File: config.mk
export PLATFORM = sky130hd
export DESIGN_NAME = uart_tx_fifo
export DESIGN_NICKNAME = d
export VERILOG_FILES = /design/src/rtl/uart_tx_fifo.sv
export SDC_FILE = /design/constraint.sdc
export NUM_CORES = 1
export LEC_CHECK = 0
export CORE_MARGIN = 5
export CORE_UTILIZATION = 55
export CTS_CLUSTER_SIZE = 10
export DETAILED_ROUTE_END_ITERATION = 6
export GPL_ROUTABILITY_DRIVEN = 1
export PLACE_DENSITY = 0.87
export RECOVER_POWER = 100
export SLEW_MARGIN = 5
export SYNTH_ARGS = -nofsm -noshare
export SYNTH_HDL_FRONTEND = slang
export SYNTH_SLANG_ARGS = --single-unit
File: constraint.sdc
create_clock -name SysClk -period 3 [get_ports SysClk]
set_input_delay 0.6 -clock SysClk [delete_from_list [all_inputs] [get_ports SysClk]]
set_output_delay 0.6 -clock SysClk [all_outputs]
set_load 0.005 [all_outputs]
File: src/rtl/uart_tx_fifo.sv
// uart_tx_fifo: buffered UART transmitter.
// Words written on WrData/WrEn are queued in a circular FIFO and sent on Tx
// as start bit, DATA_BITS data bits (LSB first), optional parity bit and
// STOP_BITS stop bits, each bit lasting SYSCLK_RATE/BAUD_RATE clocks.
// Ports:
//   SysClk   - system clock, rising edge
//   Reset    - asynchronous active-high reset
//   WrData   - word to transmit
//   WrEn     - write strobe
//   Full     - FIFO holds 2**FIFO_WIDTH words
//   Empty    - FIFO holds no words
//   Count    - FIFO occupancy
//   Overflow - one-cycle pulse after a dropped write
//   Busy     - a frame is on the line
//   Tx       - serial output, idle high
module uart_tx_fifo #(
  parameter int unsigned SYSCLK_RATE = 9600000,
  parameter int unsigned BAUD_RATE   = 9600,
  parameter int unsigned DATA_BITS   = 8,
  parameter int unsigned STOP_BITS   = 2,
  parameter int unsigned PARITY_MODE = 1,
  parameter int unsigned FIFO_WIDTH  = 4
) (
  input  logic                 SysClk,
  input  logic                 Reset,
  input  logic [DATA_BITS-1:0] WrData,
  input  logic                 WrEn,
  output logic                 Full,
  output logic                 Empty,
  output logic [FIFO_WIDTH:0]  Count,
  output logic                 Overflow,
  output logic                 Busy,
  output logic                 Tx
);

  localparam int unsigned BIT_CYCLES = SYSCLK_RATE / BAUD_RATE;
  localparam int unsigned CYC_W      = (BIT_CYCLES > 2) ? $clog2(BIT_CYCLES) : 1;
  localparam int unsigned IDX_W      = (DATA_BITS > 1) ? $clog2(DATA_BITS + 1) : 1;
  localparam int unsigned CNT_W      = FIFO_WIDTH + 1;
  localparam int unsigned DEPTH      = 2 ** FIFO_WIDTH;

  // Reject unsupported configurations at elaboration.
  if (BIT_CYCLES < 2) begin : g_bad_baud
    $error("uart_tx_fifo: BIT_CYCLES must be at least 2");
  end
  if (DATA_BITS < 1 || DATA_BITS > 8) begin : g_bad_data
    $error("uart_tx_fifo: DATA_BITS must be 1..8");
  end
  if (STOP_BITS < 1 || STOP_BITS > 2) begin : g_bad_stop
    $error("uart_tx_fifo: STOP_BITS must be 1..2");
  end
  if (PARITY_MODE > 2) begin : g_bad_parity
    $error("uart_tx_fifo: PARITY_MODE must be 0..2");
  end
  if (FIFO_WIDTH < 1 || FIFO_WIDTH > 8) begin : g_bad_fifo
    $error("uart_tx_fifo: FIFO_WIDTH must be 1..8");
  end

  typedef enum logic [2:0] {
    S_IDLE, S_START, S_DATA, S_PARITY, S_STOP
  } state_t;

  state_t                state_q, state_d;
  logic [CYC_W-1:0]      cyc_q, cyc_d;
  logic [IDX_W-1:0]      bit_idx_q, bit_idx_d;
  logic                  stop_idx_q, stop_idx_d;
  logic [DATA_BITS-1:0]  shift_q, shift_d;
  logic                  par_q, par_d;
  logic                  tx_q, tx_d;
  logic                  busy_q, busy_d;
  logic                  ovf_q, ovf_d;
  logic                  full_q, full_d;
  logic                  empty_q, empty_d;
  logic [CNT_W-1:0]      count_q, count_d;
  logic [FIFO_WIDTH-1:0] wr_ptr_q, wr_ptr_d;
  logic [FIFO_WIDTH-1:0] rd_ptr_q, rd_ptr_d;
  logic [DATA_BITS-1:0]  mem_q [DEPTH];

  logic                  wr_acc;
  logic                  pop;
  logic                  bit_end;
  logic [DATA_BITS-1:0]  head;

  // FIFO bookkeeping, frame sequencing and registered line outputs.
  always_comb begin
    state_d    = state_q;
    cyc_d      = cyc_q;
    bit_idx_d  = bit_idx_q;
    stop_idx_d = stop_idx_q;
    shift_d    = shift_q;
    par_d      = par_q;
    pop        = 1'b0;
    head       = mem_q[rd_ptr_q];
    // Registered Full gates writes, so a same-cycle pop cannot rescue a write.
    wr_acc     = WrEn && !full_q;
    bit_end    = (cyc_q == CYC_W'(BIT_CYCLES - 1));

    if (state_q != S_IDLE) begin
      cyc_d = bit_end ? '0 : cyc_q + CYC_W'(1);
    end

    case (state_q)
      S_IDLE: begin
        if (!empty_q) pop = 1'b1;
      end
      S_START: begin
        if (bit_end) begin
          state_d   = S_DATA;
          bit_idx_d = '0;
        end
      end
      S_DATA: begin
        if (bit_end) begin
          if (bit_idx_q == IDX_W'(DATA_BITS - 1)) begin
            state_d    = (PARITY_MODE != 0) ? S_PARITY : S_STOP;
            stop_idx_d = 1'b0;
          end else begin
            shift_d   = shift_q >> 1;
            bit_idx_d = bit_idx_q + IDX_W'(1);
          end
        end
      end
      S_PARITY: begin
        if (bit_end) begin
          state_d    = S_STOP;
          stop_idx_d = 1'b0;
        end
      end
      S_STOP: begin
        if (bit_end) begin
          if (stop_idx_q == 1'(STOP_BITS - 1)) begin
            // Chain straight into the next frame when more data is queued.
            if (!empty_q) pop = 1'b1;
            else          state_d = S_IDLE;
          end else begin
            stop_idx_d = 1'b1;
          end
        end
      end
      default: state_d = S_IDLE;
    endcase

    // Parity is latched with the word so the shift register can be consumed.
    if (pop) begin
      state_d = S_START;
      cyc_d   = '0;
      shift_d = head;
      par_d   = (^head) ^ (PARITY_MODE == 2);
    end

    case (state_d)
      S_START:  tx_d = 1'b0;
      S_DATA:   tx_d = shift_d[0];
      S_PARITY: tx_d = par_d;
      default:  tx_d = 1'b1;
    endcase
    busy_d = (state_d != S_IDLE);

    ovf_d    = WrEn && full_q;
    count_d  = count_q + CNT_W'(wr_acc) - CNT_W'(pop);
    full_d   = (count_d == CNT_W'(DEPTH));
    empty_d  = (count_d == '0);
    wr_ptr_d = wr_acc ? wr_ptr_q + FIFO_WIDTH'(1) : wr_ptr_q;
    rd_ptr_d = pop    ? rd_ptr_q + FIFO_WIDTH'(1) : rd_ptr_q;
  end

  always_ff @(posedge SysClk or posedge Reset) begin
    if (Reset) begin
      state_q    <= S_IDLE;
      cyc_q      <= '0;
      bit_idx_q  <= '0;
      stop_idx_q <= 1'b0;
      shift_q    <= '0;
      par_q      <= 1'b0;
      tx_q       <= 1'b1;
      busy_q     <= 1'b0;
      ovf_q      <= 1'b0;
      full_q     <= 1'b0;
      empty_q    <= 1'b1;
      count_q    <= '0;
      wr_ptr_q   <= '0;
      rd_ptr_q   <= '0;
    end else begin
      state_q    <= state_d;
      cyc_q      <= cyc_d;
      bit_idx_q  <= bit_idx_d;
      stop_idx_q <= stop_idx_d;
      shift_q    <= shift_d;
      par_q      <= par_d;
      tx_q       <= tx_d;
      busy_q     <= busy_d;
      ovf_q      <= ovf_d;
      full_q     <= full_d;
      empty_q    <= empty_d;
      count_q    <= count_d;
      wr_ptr_q   <= wr_ptr_d;
      rd_ptr_q   <= rd_ptr_d;
    end
  end

  // Storage needs no reset; occupancy is tracked by the pointers and count.
  always_ff @(posedge SysClk) begin
    if (wr_acc) mem_q[wr_ptr_q] <= WrData;
  end

  assign Tx       = tx_q;
  assign Busy     = busy_q;
  assign Overflow = ovf_q;
  assign Full     = full_q;
  assign Empty    = empty_q;
  assign Count    = count_q;

endmodule

==> summary by stage, run 1 <==
Cells and area
Once layout is complete, the utilization of the core stands at 65.1%. In the layout the commonest cells are 128 x edfxtp_1, 42 x dfrtp_1, 35 x nand2_1. The post-synthesis to final-layout area growth is 15.3%. The most common cell after layout, fill and taps aside is edfxtp_1. Fill cells in the final layout number 856. In the final layout, the share of cells above drive strength 1 is 19.6%. The number of antenna cells inserted is 0. The summed area of non-filler cells in the final layout is 8290 sq um.

The number of nets in the layout is 500.

Synth
The post-synthesis instance area is 7180 sq um. The cell type with the highest aggregate area in the netlist is edfxtp_1. The synthesis-stage register bit count is 173. By area the synthesized netlist is led by edfxtp_1 54%, dfrtp_1 15%, mux4_2 10%.

Sequential elements use 69.2% of the synthesized area. The number of distinct library cells after synthesis is 37. Dividing the synthesized area by the synthesized cell count gives 16.3 sq um. The top cell type by area accounts for 53.5% of the synthesized area. Synthesis handed over a netlist of 440 instances.

The number of nets in the synthesized netlist is 463. For this run, the number of Yosys warnings is 0.

Routing
The detailed-route wire length is 13900 microns. The number of detailed-route iterations in the first pass is 5. Across all layers, the routed design uses 3921 vias. The residual DRC count is 0. The residual antenna-violating net count after detailed routing is 0. The routed length per placed instance is 20.9 microns. The iteration-0 DRC count of the detailed router is 397. Dividing the detail-routed via count by the number of cells gives 5.92.

Floorplanning
The die extent in x is 124 microns. The number of rows created at floorplan is 41. The initial core utilization is 56.5%.

21 I/O pins were placed. The die height is 124 microns. The die covers 15400 sq um. The placeable core area is 12700 sq um.

Critical path
The capturing element type of the critical path is a register. The kind of critical path is reg -> reg. The data arrival time at the worst-slack endpoint is 3.37 ns. The worst-path maximum fanout is 3. The endpoint required time on the critical path is 3.36 ns. The critical path startpoint category is a register.

Clocking
The root buffer cell chosen for the clock tree is clkbuf_16. For this design, the CTS-stage hold fixing added 0 buffers. Clock-pin slew was measured on the worst setup and hold paths at 0.07 ns. The total clock sinks is 173. The worst-case clock buffer depth is 2. The clock latency of the later-clocked register in the worst-skew pair is 0.43 ns. Buffers inserted during clock tree synthesis total 17. The H-tree depth is 4.

TritonCTS built the clock tree.

Pwr
The areal power density over the cells is 733 nW/um^2. The sequential share of power is 49.1%. The clock network accounts for 36.1% of the total power. The leakage power of the design is 2.98 nW.

Internal power comes to 0.00447 W. The switching share of power is 26.4%. The switching power of the nets is 0.00160 W. The design draws 0.00607 W.

In this run, the combinational gates consume 14.8% of the power. The worst-case IR drop observed on VDD is 0.443 mV.

Place
The total of buffers placed on input and output ports is 20. OpenSTA, run right after detailed placement, puts the worst setup slack at -0.0425 ns. The wire-length estimate of the detail-placed layout is 8750 microns. Routability-driven placement finished with a final weighted congestion of 0.759. In this run the cell area measured after placement is 7640 sq um.

Global routing
Entering global routing, the biggest net connects 35 pins. The global routing usage summed across all routing layers is 18.6%. Global routing finished with a remaining overflow of 0.

The via count of the first global-routing pass was 4110. The number of antenna violations at the first check in global routing is 0. The first-pass GRT wire length is 22400 microns.

Timing
Setup violations remaining at the end of the flow were counted as 1. Setup repair after global routing could not meet its margin everywhere. Once routing completed, OpenROAD measured the worst setup slack at -0.00816 ns. The transition time at the pin with the least slew margin is 0.974 ns. The maximum frequency from static timing analysis is 0.332 GHz. Dividing the final minimum period by the clock period gives 100%.

Between clock sinks in the finished design, the worst skew comes to 0.0118 ns. The count of endpoints failing hold in the final timing report is 0. The time the worst path needs with I/O delays and setup is 3.01 ns. The final count of pins violating max slew is 0.

Adding up every negative setup slack in the final design gives -0.00816 ns. Measured against its own limit, the worst slew margin works out to 34.7%.

Run status
The run finished, with violations left. The checks that failed: setup timing.

Hold path
The type of the tightest min-delay check is reg -> reg.

Job
The max-capacitance violation count is 0.
[synth_stat cells (all sizes together)]
library cell,instances
nand3b,4
dfrtp,43
buf,11
nor3b,1
ha,11
dfstp,2
nor4,1
nand3,7
a22o,2
nand2b,3
a21o,4
nor2,23
mux2i,8
and2,18
nor2b,6
mux4,32
fa,1
xnor2,18
nand2,37
xor2,10
clkbuf,8
or3,2
edfxtp,128
or4,1
a2111o,1
inv,12
nor3,1
a31oi,1
and3,4
a21oi,4
a22oi,16
nand4,6
a2111oi,1
o21ai,13
[worst max-delay path: stages, from the launching register on]
cell and delay (ns):
dfrtp_1 0.39, ha_2 0.21, nand2_2 0.06, nor4_4 0.18, nand2_2 0.12, a2111oi_4 0.34
nand2b_1 0.12, nand2_1 0.08, ha_2 0.19, inv_2 0.04, fa_2 0.52, inv_2 0.04
or4_4 0.53, nor2b_1 0.12
[area by class of cell]
cell class / count / area [sq um] / area share (%)
flip-flops and latches: 173 / 4970 / 60.0
multi-input cells: 236 / 2100 / 25.4
clock buffers: 17 / 425 / 5.13
repair buffers: 37 / 353 / 4.26
well taps: 172 / 215 / 2.60
clock inverters: 15 / 171 / 2.07
inverters: 12 / 45.0 / 0.544
[power by group through the flow]
stage	clock network, W	registers, W	logic (W)
after CTS	0.00220	0.00298	0.000859
after global routing	0.00231	0.00300	0.000986
final	0.00219	0.00298	0.000901
after global placement	0	0.00301	0.000801
after detailed placement	0	0.00303	0.000848
after floorplan	0	0.00299	0.000537
[metrics by stage]
stage                     std cells  hold WS (ns)
after floorplan                 440         0.450
after global placement          626         0.461
after detailed placement        626         0.477
after global routing            662         0.556
final                           662         0.497
after CTS                       660         0.505
[repair_timing]
item,4_1_cts,5_1_grt
gates resized for setup,0,9
buffers inserted,2,2
hold endpoints to repair,0,0
cloned,0,0
setup endpoints to repair,2,2
pin swaps,1,0
[state kept, by name (all words and copies together), names as in the netlist]
| signal | flops |
|---|---|
| mem_q | 128 |
| cyc_q | 10 |
| shift_q | 8 |
| Count | 5 |
| bit_idx_q | 4 |
| rd_ptr_q | 4 |
| wr_ptr_q | 4 |
| state_q | 3 |
| Busy | 1 |
| Empty | 1 |
| Full | 1 |
| Overflow | 1 |
| Tx | 1 |
| par_q | 1 |
| stop_idx_q | 1 |
[routing by layer]
metal	share of wire [%]	routed length (microns)	track usage [%]	vias up
li1	-	-	-	1738
met3	5.3	731	3.86	24
met5	0	0	0	-
met4	2.0	281	6.64	0
met2	52	7170	31.0	133
met1	41	5670	24.5	2026
[logic make-up after synthesis]
group                    Yosys count  synth area share, %
flip-flops                       173                 69.2
AND/OR/NAND/NOR                  114                 8.05
AO/OA/AOI/OAI                     42                 4.15
multiplexers                      40                 11.1
buffers and inverters             31                 1.85
XOR/XNOR                          28                 3.41
adder cells (fa/ha/maj)           12                 2.19
[final timing paths]
| kind | start | end | slack, ns | cells past startpoint |
|---|---|---|---|---|
| setup / recovery | cyc_q[0] | Full | -0.008 | 13 |
| hold / removal | rd_ptr_q[1] | rd_ptr_q[1] | 0.50 | 2 |
| setup reg to reg | cyc_q[0] | Full | -0.008 | 13 |
| hold reg to reg | rd_ptr_q[1] | rd_ptr_q[1] | 0.50 | 2 |
| max in group asynchronous | Reset | Tx | 1.59 | 3 |
| min in group asynchronous | Reset | Busy | 0.72 | 2 |
(Power assumes the default switching activity.)
==> run 2: changes to the inputs <==
--- a/config.mk
+++ b/config.mk
@@ -10,7 +10,7 @@
 export CTS_CLUSTER_SIZE = 10
 export DETAILED_ROUTE_END_ITERATION = 6
 export GPL_ROUTABILITY_DRIVEN = 1
-export PLACE_DENSITY = 0.87
+export PLACE_DENSITY = 0.81
 export RECOVER_POWER = 100
 export SLEW_MARGIN = 5
 export SYNTH_ARGS = -nofsm -noshare
==> run 2 against run 1 <==
  * The run ends with capacitance limit, slew limit left
  * Combinational power decreased by 4.0%
  * Fmax increased by 0.72%
  * Critical endpoint unchanged
  * Critical path type unchanged
  * Register-to-register slack better by 0.02 ns
==> summary by stage, run 2 (synthesized netlist as in run 1, its figures left out) <==
Run status
The run finished, with violations left. The checks that failed: capacitance limit, slew limit.

Global routing
The first-pass GRT wire length is 21900 microns. Entering global routing, the biggest net connects 46 pins. The via count of the first global-routing pass is 3971. For this run, the total global-route usage over all layers was measured as 18.6%.

The number of antenna violations at the first check in global routing was 0. Summed over all layers, the global routing overflow is 0.

Cells and area
The final-layout fill cell count is 878. The largest registers in the layout are mem_q x128, cyc_q x10, shift_q x8. The register with the most flip-flops in the final layout is mem_q.

Leaving out fill and tap cells, the most frequent cell in the layout is edfxtp_1. The library cells used most frequently in the layout, excluding fill and tap cells, are 128 x edfxtp_1, 42 x dfrtp_1, 36 x nand2_1. The area growth from synthesis to layout is 15.3%. The repair_antennas step left the layout with diodes totalling 0.

After the last flow step, the layout net total stands at 502. In the final layout, the share of cells above drive strength 1 is 19.3%. The register with the most flip-flops in the layout has 128 of them.

Clocking
Clock tree synthesis inserted a total of 17 buffers. The clock root buffer is clkbuf_16. The total clock sinks is 173. The number of hold buffers added after CTS was 0. After clock tree synthesis, the clock-pin slew on the worst setup and hold paths is 0.07 ns. The H-tree generated during clock tree synthesis spans 4 levels. The clock latency of the later-clocked register in the worst-skew pair is 0.43 ns. The worst-case clock buffer depth is 2. The CTS tree is yes.

Critical path
The library cell contributing the largest single delay on the critical path is or4_4. The data arrival time at the worst-slack endpoint is 3.35 ns. The critical path contains buffers and inverters numbering 2 combined. The worst-path maximum fanout is 3. The stage delay of the slowest cell on the critical path is 0.53 ns.

Walking the worst path, the cells encountered are nand3b_1 > nor4_4 > nand2_2 > a2111oi_4 > nand2b_1 > nand2_1 > ha_2 > inv_2 > fa_2 > inv_2 > or4_4 > nor2b_1. The endpoint required time on the critical path is 3.36 ns. The kind of critical path is reg -> reg.

STA classifies the critical path startpoint as a register. The most numerous cell type found on the critical path is inv_2. The cell class contributing the biggest share of worst-path delay is simple AND/OR/NAND/NOR gates. The capturing element type of the critical path is a register.

Floorplanning
The die area is 15400 sq um. After floorplanning, the core was sized to cover 12700 sq um. The initial core utilization is 56.5%. The number of rows created at floorplan is 41.

The count of pins on the block boundary is 21. From left edge to right edge, the die measures 124 microns. The die height is 124 microns.

Timing
The worst relative slew slack is -14.7%. The worst hold margin is 0.513 ns. The clock tree skew after final layout is 0.0107 ns. The count of endpoints failing hold in the final timing report is 0. The setup slack of the critical path after layout is 0.0134 ns.

Setup repair after global routing could not meet its margin everywhere. The part of the cycle the worst path needs is 99.6%. The final count of pins violating max slew is 46. At the pin with the least slew margin, the transition time is 1.72 ns. The maximum frequency from static timing analysis is 0.335 GHz. The worst path in the final design needs a cycle of 2.99 ns, including I/O delays and setup. Setup violations remaining at the end of the flow were counted as 0.

Pwr
Internal power comes to 0.00435 W. The combinational cell fraction of total power is 14.5%. The part of the power in the clock network is 35.5%.

The analysis attributes to cell leakage a power of 2.98 nW. The switching share of power is 26.9%. The sequential share of power is 50.0%. The overall power of the completed layout is 0.00595 W.

The switching power of the nets is 0.00160 W. The worst supply voltage drop on vdd is 0.401 mV. The areal power density over the cells is 718 nW/um^2.

Job
The max-capacitance violation count is 1.

Place
The congestion estimate from routability-driven global placement came to 0.750. The total of buffers placed on input and output ports is 20. The half-perimeter wire length after detailed placement is 8640 microns. The setup slack at placement is 0.0285 ns.

Routing
The routed length per placed instance is 20.9 microns. The number of detailed-route iterations in the first pass is 5. The via count is 3911.

The via density per instance is 5.89. The detailed router finished its first iteration with 373 violations. After detailed routing, the total wire length is 13900 microns.

In the routed design, unresolved DRC markers number 0. The residual antenna-violating net count after detailed routing is 0.

Hold path
In this run the worst hold path is classified as reg -> reg.
[run 2: cell count changes in the layout (fill, tap and decap cells not counted), moves of 2 or more]
cell             change
clkdlybuf4s50_1      -7
dlygate4sd3_1        +7
inv_6                +4
inv_8                -4
clkinv_8             +2
[run 2: layout make-up]
type                       count  area [sq um]  share of cell area [%]
multi-input combinational    236          2100                    25.3
sequential                   173          4970                    60.0
timing repair buffer          39           380                    4.59
clock inverter                15           151                    1.83
inverter                      12          45.0                   0.544
clock buffer                  17           425                    5.13
tap                          172           215                    2.60
[run 2: metrics by stage]
stage | util, % | cell area (sq um) | cells | TNS (ns)
3_5_place_dp | 60.2 | 7660 | 627 | 0
3_3_place_gp | 60.2 | 7660 | 627 | 0
5_1_grt | 65.1 | 8290 | 664 | -0.249
4_1_cts | 64.7 | 8230 | 659 | 0
2_1_floorplan | - | 7180 | 440 | -0.385
6_report | 65.1 | 8290 | 664 | 0
[run 2: power by group through the flow]
stage	sequential [W]	clock [W]	combinational, W
after floorplan	0.00299	0	0.000537
after global routing	0.00299	0.00224	0.000954
final	0.00297	0.00211	0.000865
after detailed placement	0.00302	0	0.000840
after global placement	0.00301	0	0.000814
after CTS	0.00297	0.00213	0.000855
[run 2: path summary, 6_finish.rpt]
kind / start / end / slack [ns] / cells past startpoint
min: Full / Overflow / 0.51 / 1
min reg2reg: Full / Overflow / 0.51 / 1
max: cyc_q[3] / Full / 0.01 / 12
min in group asynchronous: Reset / wr_ptr_q[2] / 1.15 / 2
max reg2reg: cyc_q[3] / Full / 0.01 / 12
max in group asynchronous: Reset / rd_ptr_q[0] / 0.72 / 2
[run 2: repair_timing]
| action | CTS | global route |
|---|---|---|
| gates resized for setup | 0 | 7 |
| buffers inserted | 0 | 5 |
| hold endpoints to repair | 0 | 0 |
| endpoints found under the setup margin | 0 | 2 |
[run 2: layer usage]
metal  track usage (%)  wire, microns  vias to the layer above
met5                 0              0                        -
met2              29.6           7210                      127
met1              25.2           5580                     2017
li1                  -              -                     1744
met4              7.29            271                        0
met3              4.20            815                       23
==> run 3: changes to the inputs <==
--- a/config.mk
+++ b/config.mk
@@ -10,6 +10,7 @@
 export CTS_CLUSTER_SIZE = 10
 export DETAILED_ROUTE_END_ITERATION = 6
 export GPL_ROUTABILITY_DRIVEN = 1
+export GPL_TIMING_DRIVEN = 1
 export PLACE_DENSITY = 0.81
 export RECOVER_POWER = 100
 export SLEW_MARGIN = 5
==> results of run 3 <==
Same layout as run 2: the final DEF is identical, and so are final timing and power.
